`src/rtl/simd_addsub_pkg.sv`:
```
// Shared definitions for the SIMD add/sub pipeline.
//   MODE_*  : operation select encodings driven on the mode port
//   state_t : controller state encoding (ST_IDLE, ST_RED)
package simd_addsub_pkg;

  localparam logic [1:0] MODE_ADD    = 2'b00;
  localparam logic [1:0] MODE_SUB    = 2'b01;
  localparam logic [1:0] MODE_PADDSB = 2'b10;
  localparam logic [1:0] MODE_RED    = 2'b11;

  typedef enum logic {
    ST_IDLE = 1'b0,
    ST_RED  = 1'b1
  } state_t;

endpackage

```
`src/rtl/lane_sat_add.sv`:
```
// One LANE-bit slice of the SIMD adder, purely combinational.
//   a, b        : lane operands (b already inverted by the caller for subtract)
//   cin         : carry from the lane below (or the subtract carry for lane 0)
//   chain_break : ignore cin so the lane adds on its own
//   sat_en      : clamp sum_sat on signed overflow
//   sum_raw     : unsaturated lane sum
//   sum_sat     : sum_raw, or the signed limit when sat_en and overflow
//   cout        : carry out of the lane MSB
//   pos_ovf     : signed overflow toward +inf
//   neg_ovf     : signed overflow toward -inf
module lane_sat_add #(
  parameter int LANE = 4
) (
  input  logic [LANE-1:0] a,
  input  logic [LANE-1:0] b,
  input  logic            cin,
  input  logic            chain_break,
  input  logic            sat_en,
  output logic [LANE-1:0] sum_raw,
  output logic [LANE-1:0] sum_sat,
  output logic            cout,
  output logic            pos_ovf,
  output logic            neg_ovf
);

  logic            cin_eff;
  logic [LANE:0]   full;

  assign cin_eff = cin & ~chain_break;
  assign full    = {1'b0, a} + {1'b0, b} + {{LANE{1'b0}}, cin_eff};
  assign sum_raw = full[LANE-1:0];
  assign cout    = full[LANE];

  // Same-sign operands producing an opposite-sign result is a signed overflow.
  assign pos_ovf = ~a[LANE-1] & ~b[LANE-1] &  sum_raw[LANE-1];
  assign neg_ovf =  a[LANE-1] &  b[LANE-1] & ~sum_raw[LANE-1];

  always_comb begin
    sum_sat = sum_raw;
    if (sat_en && pos_ovf) begin
      sum_sat = {1'b0, {(LANE-1){1'b1}}};
    end else if (sat_en && neg_ovf) begin
      sum_sat = {1'b1, {(LANE-1){1'b0}}};
    end
  end

endmodule

```
`src/rtl/simd_addsub_pipe.sv`:
```
// Handshaked SIMD add/sub unit: saturating ADD/SUB, per-lane saturating
// PADDSB, and a sequential lane reduction (RED), results registered behind
// a valid/ready output.
//   clk, rst          : clock, asynchronous active-high reset
//   in_valid/in_ready : operand handshake; a, b, mode captured on transfer
//   out_valid/out_ready : result handshake
//   sum, cout, ov     : result, raw full-width carry (ADD/SUB), overflow/saturation
//   lane_sat          : per-lane saturation flags, only when
//                       SIMD_ADDSUB_LANE_FLAGS_EN is defined
//
// state   | meaning
// --------+-------------------------------------------------------------
// ST_IDLE | ready for a new op; non-RED ops complete at the accept edge
// ST_RED  | accumulating one lane of a and b per cycle
module simd_addsub_pipe
  import simd_addsub_pkg::*;
#(
  parameter int WIDTH = 16,
  parameter int LANE  = 4
) (
  input  logic             clk,
  input  logic             rst,
  input  logic             in_valid,
  output logic             in_ready,
  input  logic [WIDTH-1:0] a,
  input  logic [WIDTH-1:0] b,
  input  logic [1:0]       mode,
  output logic             out_valid,
  input  logic             out_ready,
  output logic [WIDTH-1:0] sum,
  output logic             cout,
  output logic             ov
`ifdef SIMD_ADDSUB_LANE_FLAGS_EN
  ,
  output logic [WIDTH/LANE-1:0] lane_sat
`endif
);

  localparam int NLANES = WIDTH / LANE;
  localparam int LCW    = $clog2(NLANES);
  localparam logic [LCW-1:0]   LAST_LANE = LCW'(NLANES - 1);
  localparam logic [WIDTH-1:0] SAT_POS   = {1'b0, {(WIDTH-1){1'b1}}};
  localparam logic [WIDTH-1:0] SAT_NEG   = {1'b1, {(WIDTH-1){1'b0}}};

  logic              is_sub;
  logic              is_paddsb;
  logic [WIDTH-1:0]  b_eff;
  logic [WIDTH-1:0]  sum_raw;
  logic [WIDTH-1:0]  sum_sat;
  logic [NLANES:0]   carry;
  logic [NLANES-1:0] pos_ovf;
  logic [NLANES-1:0] neg_ovf;
  logic [NLANES-1:0] lane_ovf;

  assign is_sub    = (mode == MODE_SUB);
  assign is_paddsb = (mode == MODE_PADDSB);
  assign b_eff     = b ^ {WIDTH{is_sub}};
  assign carry[0]  = is_sub;
  assign lane_ovf  = pos_ovf | neg_ovf;

  // PADDSB never subtracts, so breaking every lane's chain (lane 0 included)
  // is harmless and keeps the connection uniform.
  for (genvar g = 0; g < NLANES; g++) begin : g_lane
    lane_sat_add #(.LANE(LANE)) u_lane (
      .a          (a[g*LANE +: LANE]),
      .b          (b_eff[g*LANE +: LANE]),
      .cin        (carry[g]),
      .chain_break(is_paddsb),
      .sat_en     (is_paddsb),
      .sum_raw    (sum_raw[g*LANE +: LANE]),
      .sum_sat    (sum_sat[g*LANE +: LANE]),
      .cout       (carry[g+1]),
      .pos_ovf    (pos_ovf[g]),
      .neg_ovf    (neg_ovf[g])
    );
  end

  // Single-cycle result for ADD/SUB/PADDSB. With the chain unbroken, the top
  // lane's overflow detection is the full-width signed overflow.
  logic [WIDTH-1:0] res_sum;
  logic             res_cout;
  logic             res_ov;

  always_comb begin
    res_sum  = sum_raw;
    res_cout = 1'b0;
    res_ov   = 1'b0;
    case (mode)
      MODE_ADD, MODE_SUB: begin
        res_cout = carry[NLANES];
        if (pos_ovf[NLANES-1]) begin
          res_sum = SAT_POS;
          res_ov  = 1'b1;
        end else if (neg_ovf[NLANES-1]) begin
          res_sum = SAT_NEG;
          res_ov  = 1'b1;
        end
      end
      MODE_PADDSB: begin
        res_sum = sum_sat;
        res_ov  = |lane_ovf;
      end
      default: res_sum = '0;
    endcase
  end

  // Registers
  state_t            state_q, state_d;
  logic [WIDTH-1:0]  a_q, a_d;
  logic [WIDTH-1:0]  b_q, b_d;
  logic [LCW-1:0]    lane_q, lane_d;
  logic [WIDTH-1:0]  acc_q, acc_d;
  logic              out_valid_q, out_valid_d;
  logic [WIDTH-1:0]  sum_q, sum_d;
  logic              cout_q, cout_d;
  logic              ov_q, ov_d;

  logic              accept;
  logic [LANE-1:0]   a_lane;
  logic [LANE-1:0]   b_lane;
  logic [WIDTH-1:0]  acc_next;

  assign in_ready = (state_q == ST_IDLE) & (~out_valid_q | out_ready) & ~rst;
  assign accept   = in_valid & in_ready;

  assign a_lane   = a_q[lane_q*LANE +: LANE];
  assign b_lane   = b_q[lane_q*LANE +: LANE];
  assign acc_next = acc_q
                  + {{(WIDTH-LANE){a_lane[LANE-1]}}, a_lane}
                  + {{(WIDTH-LANE){b_lane[LANE-1]}}, b_lane};

`ifdef SIMD_ADDSUB_LANE_FLAGS_EN
  logic [NLANES-1:0] res_flags;
  logic [NLANES-1:0] lane_sat_q, lane_sat_d;

  always_comb begin
    res_flags = '0;
    case (mode)
      MODE_ADD, MODE_SUB: res_flags = {NLANES{res_ov}};
      MODE_PADDSB:        res_flags = lane_ovf;
      default:            res_flags = '0;
    endcase
  end
`endif

  always_comb begin
    state_d     = state_q;
    a_d         = a_q;
    b_d         = b_q;
    lane_d      = lane_q;
    acc_d       = acc_q;
    out_valid_d = out_valid_q;
    sum_d       = sum_q;
    cout_d      = cout_q;
    ov_d        = ov_q;
`ifdef SIMD_ADDSUB_LANE_FLAGS_EN
    lane_sat_d  = lane_sat_q;
`endif

    if (out_valid_q && out_ready) begin
      out_valid_d = 1'b0;
    end

    case (state_q)
      ST_IDLE: begin
        if (accept) begin
          if (mode == MODE_RED) begin
            a_d     = a;
            b_d     = b;
            acc_d   = '0;
            lane_d  = '0;
            state_d = ST_RED;
          end else begin
            out_valid_d = 1'b1;
            sum_d       = res_sum;
            cout_d      = res_cout;
            ov_d        = res_ov;
`ifdef SIMD_ADDSUB_LANE_FLAGS_EN
            lane_sat_d  = res_flags;
`endif
          end
        end
      end
      ST_RED: begin
        acc_d  = acc_next;
        lane_d = lane_q + 1'b1;
        if (lane_q == LAST_LANE) begin
          lane_d      = '0;
          state_d     = ST_IDLE;
          out_valid_d = 1'b1;
          sum_d       = acc_next;
          cout_d      = 1'b0;
          ov_d        = 1'b0;
`ifdef SIMD_ADDSUB_LANE_FLAGS_EN
          lane_sat_d  = '0;
`endif
        end
      end
      default: state_d = ST_IDLE;
    endcase
  end

  always_ff @(posedge clk or posedge rst) begin
    if (rst) begin
      state_q     <= ST_IDLE;
      a_q         <= '0;
      b_q         <= '0;
      lane_q      <= '0;
      acc_q       <= '0;
      out_valid_q <= 1'b0;
      sum_q       <= '0;
      cout_q      <= 1'b0;
      ov_q        <= 1'b0;
    end else begin
      state_q     <= state_d;
      a_q         <= a_d;
      b_q         <= b_d;
      lane_q      <= lane_d;
      acc_q       <= acc_d;
      out_valid_q <= out_valid_d;
      sum_q       <= sum_d;
      cout_q      <= cout_d;
      ov_q        <= ov_d;
    end
  end

`ifdef SIMD_ADDSUB_LANE_FLAGS_EN
  always_ff @(posedge clk or posedge rst) begin
    if (rst) begin
      lane_sat_q <= '0;
    end else begin
      lane_sat_q <= lane_sat_d;
    end
  end

  assign lane_sat = lane_sat_q;
`endif

  assign out_valid = out_valid_q;
  assign sum       = sum_q;
  assign cout      = cout_q;
  assign ov        = ov_q;

endmodule
```
`config.mk`:
```
export PLATFORM = sky130hd
export DESIGN_NAME = simd_addsub_pipe
export DESIGN_NICKNAME = d
export VERILOG_FILES = /design/src/rtl/simd_addsub_pkg.sv /design/src/rtl/lane_sat_add.sv /design/src/rtl/simd_addsub_pipe.sv
export SDC_FILE = /design/constraint.sdc
export NUM_CORES = 1
export LEC_CHECK = 0
export ABC_AREA = 1
export BUFFER_PORTS_ARGS = -buffer_cell sky130_fd_sc_hd__buf_2
export CAP_MARGIN = 20
export CORE_ASPECT_RATIO = 2
export CORE_UTILIZATION = 54
export CTS_CLUSTER_DIAMETER = 100
export CTS_CLUSTER_SIZE = 10
export DETAILED_ROUTE_END_ITERATION = 8
export HOLD_SLACK_MARGIN = 0.05
export PLACE_DENSITY = 0.77
export SYNTH_ARGS = -nofsm -noshare
export SYNTH_HDL_FRONTEND = slang
export SYNTH_SLANG_ARGS = --single-unit
```
`constraint.sdc`:
```
create_clock -name clk -period 3 [get_ports clk]
set_clock_uncertainty 0.1 [all_clocks]
set_input_delay 0.15 -clock clk [delete_from_list [all_inputs] [get_ports clk]]
set_output_delay 0.15 -clock clk [all_outputs]
set_load 0.02 [all_outputs]
```
==> reports/metrics.yaml <==
clock_network:
  cts.clk_slew.worst_paths_ns: 0.06
  root_buffer: "clkbuf_16"
  numCtsBuffers: 9
  worstSkewPairLatency_ns: 0.35
  htreeDepth: 3
  clkSinkCount: 70
  cts_tree: "done"
  clockBufferDepth: 2
global_route:
  antenna_found_initial: 0
  grt_start_max_net_pins: 71
  grt_pass1_wl_microns: 29300
  grtUsageTotal: 0.383
  gr-total-overflow: 0
  grt_pass1_vias: 6189
synth:
  synth_top_cell_area_share: 0.325
  synth_enable_flop_cells: 0
  ys_top_cells_by_area: "dfrtp_1, nand2_1, fa_1"
  synth_xor_area_frac: 0.0341
  syn_avg_cell_area_sq_um: 7.19
  synth_mux_area_frac: 0
  yosysWarningCount: 0
  synth_cell_types: 30
  async_reset_ff_frac: 1.00
  synth_common_cells: "nand2_1, inv_1, dfrtp_1"
  synth_seq_area_share: 0.325
  synth_top_family_by_area: "simple AND/OR/NAND/NOR gates"
  syn-num-nets: 843
  post-synth-top-count-cell: "nand2_1"
  netlist_area_sq_um: 5390
  synth_flop_cell: "dfrtp_1"
  synth-adder-area-share: 0.161
  syn-instance-count: 750
  yosysTopAreaCell: "dfrtp_1"
  synth_seq_cells: 70
  synth_compound_area_frac: 0.0915
  synthSimpleGateAreaFrac: 0.318
placed_design:
  globalplace.congestion: 1.04
  place_hpwl_microns: 13100
  port-buffer-count: 57
critical_path:
  cp-start-kind: "input port"
  required_ns: 3.13
  startpoint: "mode[1]"
  r2r-end: "sum[14]"
  criticalPathCategory: "input port to flip-flop"
  critPathCaptureType: "flip-flop"
  crit_end: "sum[14]"
  reg2reg_from: "lane_q[0]"
  rrSetupSlack_ns: -0.73
  rr_worst_depth: 19
  crit_fanout: 5
  worst-endpoint-arrival_ns: 4.55
outcome:
  violations: "negative setup slack"
  status: "complete, but fails checks"
layout:
  final_nets: 1040
  antenna_cells: 0
  drive_gt1_frac: 0.401
  synthToLayoutAreaGrowth_pct: 55.2
sta:
  min_period_over_period: 1.47
  fin_crit_ns: 4.42
  setup_ws_ns: -1.42
  holdWs_ns: 0.0682
  relSlewSlack: 0.368
  tightest_slew_ns: 0.948
  setup_viol_count_final: 29
  hold_viol: 0
  rsz0062_at_grt: "true"
  max_freq_mhz: 226
  drv_slew: 0
floorplanning:
  die_area_sq_um: 10400
  io_pins: 58
  rows: 51
  die_w_microns: 72.6
  start_util: 0.556
  core_sq_um: 9700
  die_h_microns: 143
routing:
  drt_pass1_iterations: 6
  first_iter_violations: 691
  routedWlPerCell_microns: 21.5
  vias: 6531
  route.detailed.drc: 0
  wirelength_microns: 23400
  ant_nets: 0
  viasPerCell: 6.02
run:
  max-cap-violations: 0
min_path:
  hp-class: "input port to flip-flop"
## worst min-delay path by stage
stage / startpoint / to / slack, ns / cells past startpoint
CTS: a[5] / a_q[5] / 0.07 / 4
detailed placement: out_ready / out_valid / 0.26 / 2
floorplan: out_ready / out_valid / 0.15 / 1
global route: b[4] / b_q[4] / 0.07 / 4
finish: b[7] / b_q[7] / 0.07 / 4
global placement: out_ready / out_valid / 0.24 / 2
## cells by family after synthesis
family / count (synthesis)
simple gates: 418
buf+inv: 95
compound gates: 91
flops: 70
fa+ha+maj: 55
xor+xnor: 21
## layer usage
| metal | global-route usage | up-vias | part of all wire |
|---|---|---|---|
| li1 | - | 2801 | - |
| met1 | 0.348 | 3060 | 0.29 |
| met2 | 0.684 | 445 | 0.50 |
| met3 | 0.0778 | 223 | 0.089 |
| met4 | 0.351 | 2 | 0.12 |
| met5 | 0 | - | 0.0012 |
## per-stage QoR
stage | TNS, ns | instances | utilization | instance area [sq um] | setup WS (ns)
floorplan | -25.46 | 750 | - | 5510 | -1.48
global placement | -28.23 | 1008 | 0.676 | 6550 | -1.53
detailed placement | -30.44 | 1008 | 0.676 | 6550 | -1.65
CTS | -20.98 | 1066 | 0.791 | 7670 | -1.19
global route | -30.16 | 1084 | 0.862 | 8370 | -1.73
finish | -26.05 | 1084 | 0.862 | 8370 | -1.42
## timing repair
| item | in CTS | in global routing |
|---|---|---|
| setup buffers | 16 | 20 |
| hold buffers | 25 | 0 |
| gates cloned | 1 | 2 |
| pin swaps | 56 | 63 |
| resized for setup | 105 | 134 |
| endpoints found under the setup margin | 28 | 30 |
| endpoints found under the hold margin | 84 | 0 |
## worst max-delay path, stage by stage
cell     delay, ns
buf_8         0.10
nor2_4        0.17
xor2_2        0.11
fa_2          0.38
fa_2          0.36
nand3_2       0.07
a21oi_2       0.06
fa_2          0.36
fa_2          0.36
nand3_2       0.09
a21oi_2       0.07
fa_2          0.36
fa_2          0.36
a21oi_2       0.12
o21ai_1       0.08
nand2_1       0.09
fa_2          0.22
inv_2         0.05
nand3_4       0.09
nand2_4       0.08
nand2_2       0.12
nand3_4       0.10
nand2_1       0.11
nand2_1       0.06
nand2_1       0.07
nand2_1       0.07
nor2_1        0.22
nor2_1        0.07
## registers in the layout, indices dropped and copies added (netlist names), 2 cells and up
signal and flops:
b_q 16, acc_q 16, lane_q 2, a_q 16
sum 16
## placed cells by master, fill, tap and decap left out, types with 15 or more instances in the layout
master | synthesis | routed
buf_4 | 2 | 94
dfrtp_1 | 70 | 69
ha_1 | 31 | 17
nor2_1 | 69 | 52
a21oi_1 | 38 | 20
buf_2 | 12 | 55
nand3_1 | 57 | 27
nand2_1 | 271 | 223
o21ai_1 | 12 | 15
nand2_2 | 1 | 34
buf_6 | 0 | 20
dlygate4sd3_1 | 0 | 25
nand3_2 | 0 | 22
a21oi_2 | 0 | 15
inv_1 | 73 | 60
## layout make-up
type	instances	area, sq um
clock buffers	9	225
clock inverters	7	72.6
fillers	504	1330
inverters	76	307
multi-input cells	586	4200
flip-flops and latches	70	1750
well taps	132	165
repair buffers	204	1650
Power is left out: the tool's default activity adds up to more than one toggle a clock period on the data nets, which glitch-free logic cannot reach.
